File: src/rtl/dcache_pkg.sv
// Shared types and address-split width helpers for the write-through data cache.
package dcache_pkg;

   typedef enum logic [1:0] {
      ST_IDLE   = 2'd0,
      ST_REFILL = 2'd1,
      ST_WRITE  = 2'd2,
      ST_FLUSH  = 2'd3
   } state_e;

   function automatic int off_bits(input int data_w);
      return $clog2(data_w / 8);
   endfunction

   function automatic int word_bits(input int words);
      return $clog2(words);
   endfunction

   function automatic int index_bits(input int lines);
      return $clog2(lines);
   endfunction

   function automatic int tag_bits(input int addr_w, input int data_w,
                                   input int words, input int lines);
      return addr_w - off_bits(data_w) - word_bits(words) - index_bits(lines);
   endfunction

endpackage

File: src/rtl/dcache_sat_counter.sv
// Statistics counter that sticks at all-ones instead of wrapping.
module dcache_sat_counter #(
   parameter int CNT_W = 32
) (
   input  logic             clk,
   input  logic             reset,
   input  logic             inc,
   output logic [CNT_W-1:0] count
);

   logic [CNT_W-1:0] count_q;
   logic [CNT_W-1:0] count_d;

   // next count: increment unless already saturated
   always_comb begin
      count_d = count_q;
      if (inc && (count_q != {CNT_W{1'b1}})) begin
         count_d = count_q + CNT_W'(1);
      end else begin
         count_d = count_q;
      end
   end

   // count register with synchronous active-low reset
   always_ff @(posedge clk) begin
      if (!reset) begin
         count_q <= '0;
      end else begin
         count_q <= count_d;
      end
   end

   assign count = count_q;

endmodule

File: src/rtl/dcache_wt.sv
// Direct-mapped, write-through, no-write-allocate data cache with hit/miss statistics.
module dcache_wt
   import dcache_pkg::*;
#(
   parameter int ADDR_W = 32,
   parameter int DATA_W = 32,
   parameter int LINES  = 16,
   parameter int WORDS  = 4,
   parameter int CNT_W  = 32
) (
   input  logic              clk,
   input  logic              reset,
   input  logic              cpu_req,
   input  logic              cpu_we,
   input  logic [ADDR_W-1:0] cpu_addr,
   input  logic [DATA_W-1:0] cpu_wdata,
   output logic [DATA_W-1:0] cpu_rdata,
   output logic              cpu_busy,
   output logic              cpu_hit,
   input  logic              flush,
   output logic              mem_req,
   output logic              mem_we,
   output logic [ADDR_W-1:0] mem_addr,
   output logic [DATA_W-1:0] mem_wdata,
   input  logic              mem_ack,
   input  logic [DATA_W-1:0] mem_rdata,
   output logic [CNT_W-1:0]  hit_count,
   output logic [CNT_W-1:0]  miss_count
);

   localparam int OFF_W   = off_bits(DATA_W);
   localparam int WORD_W  = word_bits(WORDS);
   localparam int IDX_W   = index_bits(LINES);
   localparam int TAG_W   = tag_bits(ADDR_W, DATA_W, WORDS, LINES);
   localparam int WSEL_W  = (WORD_W > 0) ? WORD_W : 1;
   localparam int DA_W    = IDX_W + WORD_W;
   localparam int LINE_SH = OFF_W + WORD_W;
   localparam int TAG_SH  = LINE_SH + IDX_W;

   logic [DATA_W-1:0] data_mem [LINES*WORDS];
   logic [TAG_W-1:0]  tag_mem  [LINES];

   state_e            state_q, state_d;
   logic [LINES-1:0]  valid_q, valid_d;
   logic [WSEL_W-1:0] beat_q, beat_d;
   logic [ADDR_W-1:0] addr_q, addr_d;
   logic [DATA_W-1:0] wdata_q, wdata_d;
   logic              flush_pend_q, flush_pend_d;
   logic              retry_q, retry_d;

   logic [IDX_W-1:0]  cpu_idx, ref_idx;
   logic [TAG_W-1:0]  cpu_tag, ref_tag;
   logic [DA_W-1:0]   cpu_da, ref_da;
   logic [ADDR_W-1:0] line_base;
   logic              lookup_hit;

   logic              busy_s, hit_inc, miss_inc, mem_req_s, mem_we_s;
   logic              dwe_s, twe_s;
   logic [DA_W-1:0]   dwaddr_s;
   logic [DATA_W-1:0] dwdata_s;

   // index and word fields sit contiguously above the byte offset
   assign cpu_idx    = IDX_W'(cpu_addr >> LINE_SH);
   assign cpu_tag    = TAG_W'(cpu_addr >> TAG_SH);
   assign cpu_da     = DA_W'(cpu_addr >> OFF_W);
   assign ref_idx    = IDX_W'(addr_q >> LINE_SH);
   assign ref_tag    = TAG_W'(addr_q >> TAG_SH);
   assign ref_da     = (DA_W'(addr_q >> LINE_SH) << WORD_W) | DA_W'(beat_q);
   assign line_base  = (addr_q >> LINE_SH) << LINE_SH;
   assign lookup_hit = valid_q[cpu_idx] && (tag_mem[cpu_idx] == cpu_tag);

   assign cpu_rdata  = data_mem[cpu_da];
   assign mem_addr   = (state_q == ST_REFILL) ? (line_base | (ADDR_W'(beat_q) << OFF_W)) : addr_q;
   assign mem_wdata  = wdata_q;
   assign mem_req    = reset & mem_req_s;
   assign mem_we     = reset & mem_we_s;
   assign cpu_busy   = reset & busy_s;
   assign cpu_hit    = reset & hit_inc;

   // next-state, array write controls and handshake outputs
   always_comb begin
      state_d      = state_q;
      valid_d      = valid_q;
      beat_d       = beat_q;
      addr_d       = addr_q;
      wdata_d      = wdata_q;
      flush_pend_d = flush_pend_q;
      retry_d      = 1'b0;
      busy_s       = 1'b0;
      hit_inc      = 1'b0;
      miss_inc     = 1'b0;
      mem_req_s    = 1'b0;
      mem_we_s     = 1'b0;
      dwe_s        = 1'b0;
      twe_s        = 1'b0;
      dwaddr_s     = cpu_da;
      dwdata_s     = cpu_wdata;
      case (state_q)
         ST_IDLE: begin
            if (flush || flush_pend_q) begin
               busy_s       = 1'b1;
               flush_pend_d = 1'b0;
               retry_d      = retry_q;
               state_d      = ST_FLUSH;
            end else if (cpu_req) begin
               // a request held across a completed refill/write retires uncounted
               if (retry_q && (cpu_we || lookup_hit)) begin
                  busy_s = 1'b0;
               end else if (cpu_we) begin
                  busy_s   = 1'b1;
                  hit_inc  = lookup_hit;
                  miss_inc = ~lookup_hit;
                  dwe_s    = lookup_hit;
                  addr_d   = cpu_addr;
                  wdata_d  = cpu_wdata;
                  state_d  = ST_WRITE;
               end else if (lookup_hit) begin
                  hit_inc = ~retry_q;
               end else begin
                  busy_s           = 1'b1;
                  miss_inc         = 1'b1;
                  addr_d           = cpu_addr;
                  beat_d           = '0;
                  valid_d[cpu_idx] = 1'b0;
                  state_d          = ST_REFILL;
               end
            end else begin
               state_d = ST_IDLE;
            end
         end
         ST_REFILL: begin
            busy_s    = 1'b1;
            mem_req_s = 1'b1;
            if (mem_ack) begin
               dwe_s    = 1'b1;
               dwaddr_s = ref_da;
               dwdata_s = mem_rdata;
               beat_d   = beat_q + WSEL_W'(1);
               if (beat_q == WSEL_W'(WORDS - 1)) begin
                  twe_s            = 1'b1;
                  valid_d[ref_idx] = 1'b1;
                  retry_d          = 1'b1;
                  beat_d           = '0;
                  state_d          = ST_IDLE;
               end else begin
                  state_d = ST_REFILL;
               end
            end else begin
               state_d = ST_REFILL;
            end
         end
         ST_WRITE: begin
            busy_s    = 1'b1;
            mem_req_s = 1'b1;
            mem_we_s  = 1'b1;
            if (mem_ack) begin
               retry_d = 1'b1;
               state_d = ST_IDLE;
            end else begin
               state_d = ST_WRITE;
            end
         end
         ST_FLUSH: begin
            busy_s  = 1'b1;
            valid_d = '0;
            retry_d = retry_q;
            state_d = ST_IDLE;
         end
         default: begin
            state_d = ST_IDLE;
         end
      endcase
      if (flush && (state_q != ST_IDLE)) begin
         flush_pend_d = 1'b1;
      end else begin
         flush_pend_d = flush_pend_d;
      end
   end

   // control state registers with synchronous active-low reset
   always_ff @(posedge clk) begin
      if (!reset) begin
         state_q      <= ST_IDLE;
         valid_q      <= '0;
         beat_q       <= '0;
         addr_q       <= '0;
         wdata_q      <= '0;
         flush_pend_q <= 1'b0;
         retry_q      <= 1'b0;
      end else begin
         state_q      <= state_d;
         valid_q      <= valid_d;
         beat_q       <= beat_d;
         addr_q       <= addr_d;
         wdata_q      <= wdata_d;
         flush_pend_q <= flush_pend_d;
         retry_q      <= retry_d;
      end
   end

   // data and tag arrays are deliberately not reset
   always_ff @(posedge clk) begin
      if (reset && dwe_s) begin
         data_mem[dwaddr_s] <= dwdata_s;
      end
      if (reset && twe_s) begin
         tag_mem[ref_idx] <= ref_tag;
      end
   end

   dcache_sat_counter #(.CNT_W(CNT_W)) u_hit_cnt (
      .clk   (clk),
      .reset (reset),
      .inc   (hit_inc),
      .count (hit_count)
   );

   dcache_sat_counter #(.CNT_W(CNT_W)) u_miss_cnt (
      .clk   (clk),
      .reset (reset),
      .inc   (miss_inc),
      .count (miss_count)
   );

endmodule

File: config.mk
export PLATFORM = sky130hd
export DESIGN_NAME = dcache_wt
export DESIGN_NICKNAME = d
export VERILOG_FILES = /design/src/rtl/dcache_pkg.sv /design/src/rtl/dcache_sat_counter.sv /design/src/rtl/dcache_wt.sv
export SDC_FILE = /design/constraint.sdc
export NUM_CORES = 2
export LEC_CHECK = 0
export CORE_ASPECT_RATIO = 0.5
export CORE_MARGIN = 3
export CORE_UTILIZATION = 27
export DETAILED_ROUTE_END_ITERATION = 12
export PLACE_DENSITY = 0.46
export SYNTH_ARGS = -nofsm -noshare
export SYNTH_HDL_FRONTEND = slang
export SYNTH_SLANG_ARGS = --single-unit
File: constraint.sdc
create_clock -name clk -period 10.6 [get_ports clk]
set_input_delay 1.06 -clock clk [delete_from_list [all_inputs] [get_ports clk]]
set_output_delay 1.06 -clock clk [all_outputs]
set_load 0.02 [all_outputs]
==> qor.txt <==
Worst Setup EP -> cpu_busy
CTS Root Buffer Type -> clkbuf_16
Setup Crit Path Kind -> input pin to output port
share of cells above drive strength 1 -> 25.0%
FF+latch count, synth -> 2582
Hold WS -> 0.457 ns
reg2reg setup slack -> 4.61 ns
crit-path cells -> buf_8 > buf_4 > nand2_1 > a211oi_1 > or4_1 > o2111ai_1 > o31a_1 > or4_4 > nor4_1 > nand3b_1 > a31oi_1 > clkdlybuf4s50_1
area of placed instances -> 110000 um^2
IO Pins -> 266
area of the mapped netlist -> 100000 um^2
number of hold buffers added after CTS -> 0
Max Root-Sink Buffers -> 4
filler cell count -> 34900
fin crit period -> 7.48 ns
EDFF count, synth -> 2432
Synth top area share -> 73.0%
Initial Util -> 27.2%
Startpoint Class -> input pin
clk_lat worst skew -> 0.96 ns
unrepaired setup endpoints after global routing -> no
H-tree depth -> 4
die width -> 867 um
Total Routing Usage GR -> 18.2%
hold crit path type -> flip-flop to flip-flop
Final TNS setup -> 0 ns
setup violators final -> 0
Power Internal -> 16800 uW
DR pass1 iterations -> 6
Synth Warn # -> 0
total CTS buffers -> 248
Post-Route WL -> 354 mm
number of nets still failing antenna checks after routing -> 0
Mapped Avg Cell Area -> 20.4 um^2
Slew HR -> 10.7%
Sink Count -> 2582
antenna violations before repair -> 43
most frequent cells after synthesis -> edfxtp_1 (2432), mux4_2 (615), nand2_1 (274), clkbuf_1 (169), a22oi_1 (162)
Worst R2R End -> data_mem[38][0]
Worst R2R Path Depth -> 12
Final Max Tran Viols -> 0
die area -> 378000 um^2
pin count of the biggest net entering global routing -> 94
Peak VDD IR -> 0.147 mV
CP arrival -> 6.42 ns
Max Cap Violations -> 0
die height -> 436 um
total power -> 22100 uW
Synth area leader -> edfxtp_1
hpwl dp -> 228 mm
Mapped Cells -> 4897
first-pass GRT wire length -> 475 mm
Storage cell area -> 76000 um^2
crit end category -> output port
r2r startpoint -> tag_mem[10][16]
Synth cell types -> 69
worst setup path startpoint -> cpu_addr[4]
CP max stage delay -> 0.87 ns
Clk pin slew, worst setup/hold paths -> 0.07 ns
post-DR wirelength/cell -> 33.9 um
register area share after synthesis -> 76.0%
outcome -> completed
Synth Net Count -> 5008
leakage power -> 0.0362 uW
area of the multi-input gates -> 23500 um^2
top post-synthesis cells by area -> edfxtp_1 (73%), mux4_2 (14%), dfxtp_1 (3.0%), mux2i_1 (1.5%), a22oi_1 (1.2%)
Crit path depth -> 12
gr ovfl total -> 0
Layout area overhead -> 18.0%
fmax -> 134 MHz
Least-Margin Pin Slew -> 1.33 ns
Fin Clk Skew -> 0.116 ns
I/O Buffers -> 265
vias in the first global route -> 52900
routability congestion estimate from global placement -> 0.883
Resized Gates After CTS -> 0
core box area -> 367000 um^2
DR DRC count -> 0
Net Sw Power -> 5280 uW
WP buf/inv -> 3
ys async rst share -> 0%
Finished Core Util -> 32.1%
combinational power share -> 7.9%
Crit path max-delay family -> simple AND/OR/NAND/NOR gates
Nets -> 5414
CP Data Required Time -> 9.54 ns
drt initial violations -> 6972
cell row count -> 157
Post-synth top flop -> edfxtp_1
Post-CTS Setup Bufs -> 0
Clock power frac -> 40.5%
power density over the cells -> 187 nW/um^2
Via Count -> 53300
Worst Path Max Fanout -> 41
most frequent cell after synthesis -> edfxtp_1
Fin. Hold Viols -> 0
CP max-delay cell -> nor4_1
Seq pwr share -> 51.6%
vias per std cell -> 5.10
CTS tree -> yes
crit share post-route -> 70.5%
design area -> 118000 um^2
Net Sw Frac -> 23.9%
-- final cells by class --
cell class | instances | share of cell area [%]
antenna | 14 | 0.0297
clock buffer | 290 | 5.45
clock inverter | 162 | 1.32
inverter | 10 | 0.0360
multi-input combinational | 1995 | 19.9
sequential | 2582 | 64.4
tap | 4929 | 5.23
timing repair buffer | 466 | 3.64
-- logic make-up (layout without fill, tap and decap cells) --
| group | count (synthesis) | count (layout) | synth area share (%) |
|---|---|---|---|
| flops | 2582 | 2582 | 76.0 |
| buf+inv | 320 | 928 | 1.42 |
| simple gates | 720 | 720 | 3.39 |
| fa+ha+maj | 9 | 9 | 0.113 |
| xor+xnor | 47 | 47 | 0.411 |
| compound gates | 423 | 423 | 2.98 |
| mux | 796 | 796 | 15.7 |
| other cells | 0 | 14 | 0 |
-- power by group through the flow --
stage          registers [uW]  logic, uW  clock network [uW]
2_1_floorplan           11600        769                   0
3_3_place_gp            11600       1750                   0
3_5_place_dp            11600       1770                   0
4_1_cts                 11400       1770                9110
5_1_grt                 11400       1810                9490
6_report                11400       1750                8940
-- worst register-to-register path, delay by kind of cell (launching register included) --
family / cells / cell delay (ns)
AND/OR/NAND/NOR: 4 / 2.36
buffers and inverters: 3 / 1.13
multiplexers: 2 / 0.96
AO/OA/AOI/OAI: 2 / 0.44
XOR/XNOR: 1 / 0.40
flip-flops: 1 / 0.38
-- placed cells by master, fill, tap and decap left out, types with 31 or more instances in the layout --
master           count
a21oi_1             83
a22oi_1            162
buf_4              191
clkbuf_1            39
clkbuf_16          251
clkdlybuf4s50_1    258
clkinv_1            54
clkinv_2            50
dfxtp_1            150
edfxtp_1          2432
mux2i_1            152
mux4_2             615
nand2_1            240
nand2_4             31
nand3_1             48
nor2_1              97
nor3_2              63
o21ai_0             42
-- sequential cells by signal, summed over array words and instances (netlist names) --
name / cells
addr_q: 32
beat_q: 2
data_mem: 2048
tag_mem: 384
flush_pend_q: 1
u_miss_cnt.count: 32
valid_q: 16
u_hit_cnt.count: 32
state_q: 2
retry_q: 1
mem_wdata: 32
-- through the flow --
stage                     setup WS, ns  cells
after CTS                         3.00  10400
after global routing              2.93  10400
after floorplan                   4.15   4897
after detailed placement          2.51   9981
after global placement            2.51   9979
final                             3.12  10400
-- worst min-delay path by stage --
stage                        startpoint       endpoint  slack [ns]  cells past startpoint
after floorplan               addr_q[0]      addr_q[0]        0.45                      2
after global placement     mem_wdata[3]   mem_wdata[3]        0.45                      2
after detailed placement   mem_wdata[5]   mem_wdata[5]        0.45                      2
after CTS                  mem_wdata[5]   mem_wdata[5]        0.46                      2
after global routing      mem_wdata[16]  mem_wdata[16]        0.47                      2
final                     mem_wdata[10]  mem_wdata[10]        0.46                      2
-- layer usage --
metal | GRT usage [%] | vias up | part of all wire (%)
li1 | - | 21200 | -
met3 | 4.75 | 443 | 9.0
met2 | 29.5 | 2468 | 47
met4 | 5.81 | 4 | 3.6
met5 | 0 | - | 0.0076
met1 | 24.1 | 29200 | 40
(Power assumes the default switching activity.)
